<file path="src/rtl/multicycle_control.sv">
// -----------------------------------------------------------------------------
// multicycle_control
//
// Control unit for a classic multicycle MIPS-style datapath. It is a Moore
// FSM whose datapath controls are registered and aligned with State. Three
// strobes have to react to inputs in the same cycle, so they are qualified
// combinationally: the FETCH write strobes by mem_ready, and the BRANCH
// PC write by Zero.
//
// A wait counter tracks consecutive mem_ready=0 cycles in the memory wait
// states (FETCH, MEM_READ, MEM_WRITE). When the count reaches MEM_WAIT_MAX,
// mem_timeout is set and stays set until reset. The following cycle is a
// "blank" cycle: all controls are 0 and the FSM is forced back to FETCH.
//
// Optional feature: define JUMP_LINK_EN to enable the JAL and JR states.
// Without it, OP=0x03 decodes as illegal and Function=0x08 is an ordinary
// R-type instruction.
//
// Ports
//   clk                 sole clock, rising edge
//   reset               synchronous, active-high
//   OP, Function        opcode / funct fields of the instruction register
//   Zero                ALU zero flag (used in BRANCH)
//   mem_ready           memory completes the current access this cycle
//   PCWrite .. ALUSrcA  1-bit datapath strobes / selects
//   ALUSrcB, PCSource   2-bit selects
//   ALUOp               3-bit ALU operation
//   State               current state code
//   illegal_op          one-cycle pulse after decoding an unknown opcode
//   mem_timeout         sticky memory-timeout flag
// -----------------------------------------------------------------------------
module multicycle_control #(
  parameter int MEM_WAIT_MAX = 15
) (
  input  logic       clk,
  input  logic       reset,
  input  logic [5:0] OP,
  input  logic [5:0] Function,
  input  logic       Zero,
  input  logic       mem_ready,
  output logic       PCWrite,
  output logic       IorD,
  output logic       IRWrite,
  output logic       MemRead,
  output logic       MemWrite,
  output logic       MemtoReg,
  output logic       RegDst,
  output logic       RegWrite,
  output logic       ALUSrcA,
  output logic [1:0] ALUSrcB,
  output logic [1:0] PCSource,
  output logic [2:0] ALUOp,
  output logic [3:0] State,
  output logic       illegal_op,
  output logic       mem_timeout
);

`ifdef JUMP_LINK_EN
  localparam logic LINK_EN = 1'b1;
`else
  localparam logic LINK_EN = 1'b0;
`endif

  localparam int CW = (MEM_WAIT_MAX < 1) ? 1 : $clog2(MEM_WAIT_MAX + 1);
  localparam logic [CW-1:0] CNT_MAX = CW'(MEM_WAIT_MAX);

  localparam logic [2:0] ALU_SUB   = 3'b000;
  localparam logic [2:0] ALU_ADD   = 3'b100;
  localparam logic [2:0] ALU_OR    = 3'b101;
  localparam logic [2:0] ALU_LUI   = 3'b110;
  localparam logic [2:0] ALU_RTYPE = 3'b111;

  localparam logic [5:0] OP_RTYPE = 6'h00;
  localparam logic [5:0] OP_J     = 6'h02;
  localparam logic [5:0] OP_JAL   = 6'h03;
  localparam logic [5:0] OP_BEQ   = 6'h04;
  localparam logic [5:0] OP_BNE   = 6'h05;
  localparam logic [5:0] OP_ADDI  = 6'h08;
  localparam logic [5:0] OP_ORI   = 6'h0d;
  localparam logic [5:0] OP_LUI   = 6'h0f;
  localparam logic [5:0] OP_LW    = 6'h23;
  localparam logic [5:0] OP_SW    = 6'h2b;
  localparam logic [5:0] FN_JR    = 6'h08;

  typedef enum logic [3:0] {
    S_FETCH     = 4'd0,
    S_DECODE    = 4'd1,
    S_MEM_ADDR  = 4'd2,
    S_MEM_READ  = 4'd3,
    S_MEM_WB    = 4'd4,
    S_MEM_WRITE = 4'd5,
    S_R_EXEC    = 4'd6,
    S_R_WB      = 4'd7,
    S_BRANCH    = 4'd8,
    S_JUMP      = 4'd9,
    S_I_EXEC    = 4'd10,
    S_I_WB      = 4'd11,
    S_JAL       = 4'd12,
    S_JR        = 4'd13
  } state_t;

  // Registered control word. fetch_strobe, beq and bne are not outputs on
  // their own; they qualify PCWrite/IRWrite with same-cycle inputs.
  typedef struct packed {
    logic       fetch_strobe;
    logic       pc_write;
    logic       beq;
    logic       bne;
    logic       iord;
    logic       mem_read;
    logic       mem_write;
    logic       mem_to_reg;
    logic       reg_dst;
    logic       reg_write;
    logic       alu_src_a;
    logic [1:0] alu_src_b;
    logic [1:0] pc_source;
    logic [2:0] alu_op;
  } ctrl_t;

  state_t          state_reg, state_next;
  logic [CW-1:0]   wait_cnt_reg, wait_cnt_next;
  logic            mem_timeout_reg, mem_timeout_next;
  logic            illegal_op_reg, illegal_op_next;
  ctrl_t           ctrl_reg, ctrl_next;
  logic            wait_state;
  logic            timeout_cycle;
  logic            blank_next;
  logic            jr_decode;

  function automatic logic [2:0] imm_alu_op(input logic [5:0] op);
    case (op)
      OP_ORI:  imm_alu_op = ALU_OR;
      OP_LUI:  imm_alu_op = ALU_LUI;
      default: imm_alu_op = ALU_ADD;
    endcase
  endfunction

  // Control word presented while the FSM sits in state s.
  function automatic ctrl_t ctrl_for(input state_t s, input logic [5:0] op);
    ctrl_t c;
    c = '0;
    case (s)
      S_FETCH: begin
        c.fetch_strobe = 1'b1;
        c.mem_read     = 1'b1;
        c.alu_src_b    = 2'b01;
        c.alu_op       = ALU_ADD;
      end
      S_DECODE: begin
        c.alu_src_b = 2'b11;
        c.alu_op    = ALU_ADD;
      end
      S_MEM_ADDR: begin
        c.alu_src_a = 1'b1;
        c.alu_src_b = 2'b10;
        c.alu_op    = ALU_ADD;
      end
      S_MEM_READ: begin
        c.mem_read = 1'b1;
        c.iord     = 1'b1;
      end
      S_MEM_WB: begin
        c.reg_write  = 1'b1;
        c.mem_to_reg = 1'b1;
      end
      S_MEM_WRITE: begin
        c.mem_write = 1'b1;
        c.iord      = 1'b1;
      end
      S_R_EXEC: begin
        c.alu_src_a = 1'b1;
        c.alu_op    = ALU_RTYPE;
      end
      S_R_WB: begin
        c.reg_write = 1'b1;
        c.reg_dst   = 1'b1;
      end
      S_BRANCH: begin
        c.alu_src_a = 1'b1;
        c.alu_op    = ALU_SUB;
        c.pc_source = 2'b01;
        c.beq       = (op == OP_BEQ);
        c.bne       = (op == OP_BNE);
      end
      S_JUMP: begin
        c.pc_write  = 1'b1;
        c.pc_source = 2'b10;
      end
      S_I_EXEC: begin
        c.alu_src_a = 1'b1;
        c.alu_src_b = 2'b10;
        c.alu_op    = imm_alu_op(op);
      end
      S_I_WB: begin
        c.reg_write = 1'b1;
      end
`ifdef JUMP_LINK_EN
      S_JAL: begin
        // Link writes PC into $ra; RegDst=1 is the select override for it.
        c.reg_write = 1'b1;
        c.pc_write  = 1'b1;
        c.pc_source = 2'b10;
        c.reg_dst   = 1'b1;
      end
      S_JR: begin
        c.pc_write  = 1'b1;
        c.pc_source = 2'b11;
      end
`endif
      default: c = '0;
    endcase
    return c;
  endfunction

  assign wait_state    = (state_reg == S_FETCH) || (state_reg == S_MEM_READ) ||
                         (state_reg == S_MEM_WRITE);
  // The counter only reaches CNT_MAX in a wait state, so this marks the
  // blank cycle that follows the last tolerated wait cycle.
  assign timeout_cycle = wait_state && (wait_cnt_reg == CNT_MAX);
  assign jr_decode     = LINK_EN && (Function == FN_JR);

  always_comb begin
    state_next       = state_reg;
    wait_cnt_next    = '0;
    mem_timeout_next = mem_timeout_reg;
    illegal_op_next  = 1'b0;

    if (timeout_cycle) begin
      state_next = S_FETCH;
    end else begin
      case (state_reg)
        S_FETCH: begin
          if (mem_ready) state_next = S_DECODE;
          else           wait_cnt_next = wait_cnt_reg + 1'b1;
        end
        S_DECODE: begin
          case (OP)
            OP_LW, OP_SW:            state_next = S_MEM_ADDR;
            OP_RTYPE:                state_next = jr_decode ? S_JR : S_R_EXEC;
            OP_BEQ, OP_BNE:          state_next = S_BRANCH;
            OP_J:                    state_next = S_JUMP;
            OP_ADDI, OP_ORI, OP_LUI: state_next = S_I_EXEC;
            OP_JAL: begin
              if (LINK_EN) begin
                state_next = S_JAL;
              end else begin
                state_next      = S_FETCH;
                illegal_op_next = 1'b1;
              end
            end
            default: begin
              state_next      = S_FETCH;
              illegal_op_next = 1'b1;
            end
          endcase
        end
        S_MEM_ADDR: begin
          if (OP == OP_LW)      state_next = S_MEM_READ;
          else if (OP == OP_SW) state_next = S_MEM_WRITE;
          else                  state_next = S_FETCH;
        end
        S_MEM_READ: begin
          if (mem_ready) state_next = S_MEM_WB;
          else           wait_cnt_next = wait_cnt_reg + 1'b1;
        end
        S_MEM_WRITE: begin
          if (mem_ready) state_next = S_FETCH;
          else           wait_cnt_next = wait_cnt_reg + 1'b1;
        end
        S_R_EXEC: state_next = S_R_WB;
        S_I_EXEC: state_next = S_I_WB;
        default:  state_next = S_FETCH;
      endcase
    end

    // Reaching the limit blanks the next cycle's controls and latches the
    // sticky flag.
    blank_next = (wait_cnt_next == CNT_MAX);
    if (blank_next) mem_timeout_next = 1'b1;

    if (blank_next) begin
      ctrl_next = '0;
    end else begin
      ctrl_next = ctrl_for(state_next, OP);
      // I_WB keeps the immediate ALU operation chosen in I_EXEC.
      if (state_next == S_I_WB) ctrl_next.alu_op = ctrl_reg.alu_op;
    end
  end

  always_ff @(posedge clk) begin
    if (reset) begin
      state_reg       <= S_FETCH;
      wait_cnt_reg    <= '0;
      mem_timeout_reg <= 1'b0;
      illegal_op_reg  <= 1'b0;
      ctrl_reg        <= ctrl_for(S_FETCH, OP);
    end else begin
      state_reg       <= state_next;
      wait_cnt_reg    <= wait_cnt_next;
      mem_timeout_reg <= mem_timeout_next;
      illegal_op_reg  <= illegal_op_next;
      ctrl_reg        <= ctrl_next;
    end
  end

  // Strobes are gated by reset so nothing is written while reset is held,
  // even in the cycle before the reset edge is sampled.
  assign PCWrite  = ~reset & (ctrl_reg.pc_write |
                              (ctrl_reg.fetch_strobe & mem_ready) |
                              (ctrl_reg.beq & Zero) |
                              (ctrl_reg.bne & ~Zero));
  assign IRWrite  = ~reset & ctrl_reg.fetch_strobe & mem_ready;
  assign MemRead  = ~reset & ctrl_reg.mem_read;
  assign MemWrite = ~reset & ctrl_reg.mem_write;
  assign RegWrite = ~reset & ctrl_reg.reg_write;

  assign IorD        = ctrl_reg.iord;
  assign MemtoReg    = ctrl_reg.mem_to_reg;
  assign RegDst      = ctrl_reg.reg_dst;
  assign ALUSrcA     = ctrl_reg.alu_src_a;
  assign ALUSrcB     = ctrl_reg.alu_src_b;
  assign PCSource    = ctrl_reg.pc_source;
  assign ALUOp       = ctrl_reg.alu_op;
  assign State       = state_reg;
  assign illegal_op  = illegal_op_reg;
  assign mem_timeout = mem_timeout_reg;

endmodule
</file>
<file path="config.mk">
export PLATFORM = sky130hd
export DESIGN_NAME = multicycle_control
export DESIGN_NICKNAME = d
export VERILOG_FILES = /design/src/rtl/multicycle_control.sv
export SDC_FILE = /design/constraint.sdc
export NUM_CORES = 1
export LEC_CHECK = 0
export CAP_MARGIN = 10
export CORE_MARGIN = 1.5
export CORE_UTILIZATION = 48
export DETAILED_ROUTE_END_ITERATION = 10
export PLACE_DENSITY = 0.87
export RECOVER_POWER = 25
export SYNTH_ARGS = -nofsm -noshare
export SYNTH_HDL_FRONTEND = slang
export SYNTH_SLANG_ARGS = --single-unit
export TNS_END_PERCENT = 30
</file>
<file path="constraint.sdc">
create_clock -name clk -period 2.5 [get_ports clk]
set_input_delay 0.375 -clock clk [delete_from_list [all_inputs] [get_ports clk]]
set_output_delay 0.375 -clock clk [all_outputs]
set_load 0.005 [all_outputs]
</file>
==> impl_metrics.toml <==
[outcome]
status = "finished clean"

[critical_path]
regToRegSetupSlack_ns = 0.17
r2r_cells = 6
cpMostUsedCell = "o211ai_1"
cp_slowest_stage_delay_ns = 0.61
start_kind = "flip-flop"
timing.rr.end = "ALUOp[2]$_SDFFE_PP1P_"
endpoint_kind = "flip-flop"
crit_chain = "or4b_4 > nor4_1 > a211oi_2 > or2_1 > o211ai_1 > o211ai_1"
required_ns = 2.72
worstSetupPathType = "reg2reg"
crit_arrival_ns = 2.54
cp_max_fo = 15
slowest_stage = "or4b_4"
rr_startpoint = "State[2]$_SDFF_PP0_"

[logic_synthesis]
synth_edf_count = 0
synth_area_um2 = 1450
netlist_instances = 165
synth-seq-cells = 27
yosysSeqAreaShare = 0.372
synthFlopType = "dfxtp_1"
ys_types = 51
avgSynthCellArea_um2 = 8.80
synthesis.nets = 182
async_flop_share = 0
yosys_warnings = 0

[floorplan]
die_y_um = 58.0
boundaryPins = 38
rows = 19
start_util = 0.518
fp.dieW_um = 58.0
core_area_um2 = 2810
die-area_um2 = 3370

[cells_and_area]
diodes = 0
fin_nets = 217
fillers = 218
post_layout_nonfiller_instances = 230
final_cell_area_um2 = 1860
largest_register_ffs = 6
area_growth_syn_to_layout_pct = 27.8
fin_util = 0.662
drive_gt1_frac = 0.191

[sta]
setup_tns_ns = 0
finalHoldViolations = 0
grt_setup_unrepaired = "false"
min_period_ns = 2.33
slew_viol_final = 0
fin_worst_skew_ns = 0.00641
hold_ws_ns = 0.473
setup_viol = 0
worstMarginPinSlew_ns = 0.710
fin_crit_sh = 0.931
relSlewSlack = 0.524
fmax_mhz = 430

[drt]
firstDrtPassIters = 6
post_drt_wl_per_cell_um = 15.5
detail-route-antenna-nets = 0
drc = 0
vias_per_cell = 5.95
drtIter0Drc = 41
num_vias = 1369
drt_wl_total_mm = 3.57

[power]
leakagePower_nw = 0.717
power.density_nw_per_um2 = 481
ir_drop_v = 0.000368

[grt]
grt_pass1_wl_mm = 5.97
track_usage = 0.227
grt_max_degree = 16
grt_remaining_overflow = 0
grt_pass1_vias = 1396
antenna_found_initial = 0

[clock_network]
cts_setup_buffers = 0
cts_sinks = 27
clk_latency_ns = 0.33
h-tree-depth = 1
ctsHoldBuffers = 0
cts_resized = 0
cts_root_buf = "clkbuf_4"
clk_pin_slew_ns = 0.14
cts_buffers = 3
tritoncts = "yes"
clock_path_buffers = 2

[placed_design]
hpwlAfterDp_mm = 2.77
gp_congestion = 0.845
port_buffers = 31
dpl_cell_area_um2 = 1820
dp_cells = 226

[worst_hold_path]
hold_start = "wait_cnt_reg[0]$_SDFF_PP0_"
hold_depth = 1
holdCritPathClass = "reg2reg"
hold_end = "wait_cnt_reg[0]$_SDFF_PP0_"

[flow_run]
maxCapViolations = 0
how the worst max path moves through the flow:
stage | from | end | cells after the start | slack, ns
floorplan | OP[1] | ctrl_reg[14]$_SDFF_PP0_ | 7 | 0.45
global placement | OP[5] | ALUOp[2]$_SDFFE_PP1P_ | 8 | 0.009
detailed placement | OP[5] | ALUOp[2]$_SDFFE_PP1P_ | 8 | -0.02
CTS | State[2]$_SDFF_PP0_ | ALUOp[2]$_SDFFE_PP1P_ | 6 | 0.11
global route | State[2]$_SDFF_PP0_ | ALUOp[2]$_SDFFE_PP1P_ | 6 | 0.05
finish | State[2]$_SDFF_PP0_ | ALUOp[2]$_SDFFE_PP1P_ | 6 | 0.17
worst max-delay path: cells and delay by family, from the launching register on:
family,cells,cell delay [ns]
flip-flops,1,0.48
AO/OA/AOI/OAI,3,0.47
AND/OR/NAND/NOR,3,1.27
power breakdown:
part | switching (mW) | internal, mW | total (mW)
combinational | 0.118 | 0.122 | 0.240
sequential | 0.0135 | 0.453 | 0.467
clock | 0.124 | 0.0626 | 0.187
total | 0.256 | 0.638 | 0.894
cell families (layout without fill, tap and decap cells):
group	count (synthesis)	in the layout	synth area share
flops	27	27	0.372
mux	4	4	0.0284
simple gates	80	80	0.326
fa+ha+maj	1	1	0.00861
buf+inv	18	52	0.0715
xor+xnor	5	5	0.0302
compound gates	30	30	0.163
layout by cell type (no fill, tap or decap), drive strengths merged, types with 3 or more instances in the layout:
cell           Yosys  final
nor2b              3      3
dfxtp             27     27
xnor2              3      3
a21oi              8      8
clkdlybuf4s50      0     20
nor2              21     21
nor3              10     10
or3                3      3
a211oi             4      4
or2                6      6
o21ai              4      4
nand2b             5      5
mux2i              3      3
buf               13     16
dlygate4sd3        0     11
nand2              8      8
nor4               6      6
clkbuf             4      4
metal layers:
metal / wire (um) / global-route usage
met5: 0 / 0
met4: 106 / 0.0764
met3: 176 / 0.0469
met2: 1880 / 0.422
met1: 1410 / 0.254
per-stage QoR:
step                      total power, mW  setup slack [ns]
final                               0.894             0.172
after global routing                0.936            0.0461
after CTS                           0.889             0.112
after detailed placement            0.712           -0.0246
after global placement              0.700           0.00905
after floorplan                     0.614             0.446
cell usage after synthesis, types with 2 or more instances:
master	instances	share of area
dfxtp_1	27	0.37
or3_1	3	0.013
buf_4	8	0.041
or2_2	4	0.017
o21bai_1	2	0.010
a221oi_1	2	0.012
xor2_1	2	0.012
nand2_1	8	0.021
or3b_2	2	0.012
and3_1	2	0.0086
nand2b_1	4	0.017
buf_2	5	0.017
nor2b_1	3	0.013
nor4_1	5	0.022
o21ai_0	3	0.010
mux2i_1	3	0.021
nor3_1	9	0.031
nor2_1	21	0.054
and2_1	2	0.0086
clkbuf_1	4	0.010
a31oi_1	2	0.0086
nand3_1	2	0.0069
nand4b_1	2	0.012
o211ai_1	2	0.010
a21oi_1	8	0.028
a211oi_1	3	0.016
xnor2_1	3	0.018
final cells by class:
| class | count | area [um2] | area share |
|---|---|---|---|
| inverters | 1 | 3.75 | 0.00202 |
| repair buffers | 47 | 430 | 0.232 |
| clock buffers | 4 | 26.3 | 0.0142 |
| multi-input cells | 120 | 817 | 0.440 |
| well taps | 31 | 38.8 | 0.0209 |
| flip-flops and latches | 27 | 541 | 0.291 |
No activity file was read; power rests on OpenSTA's default activity.
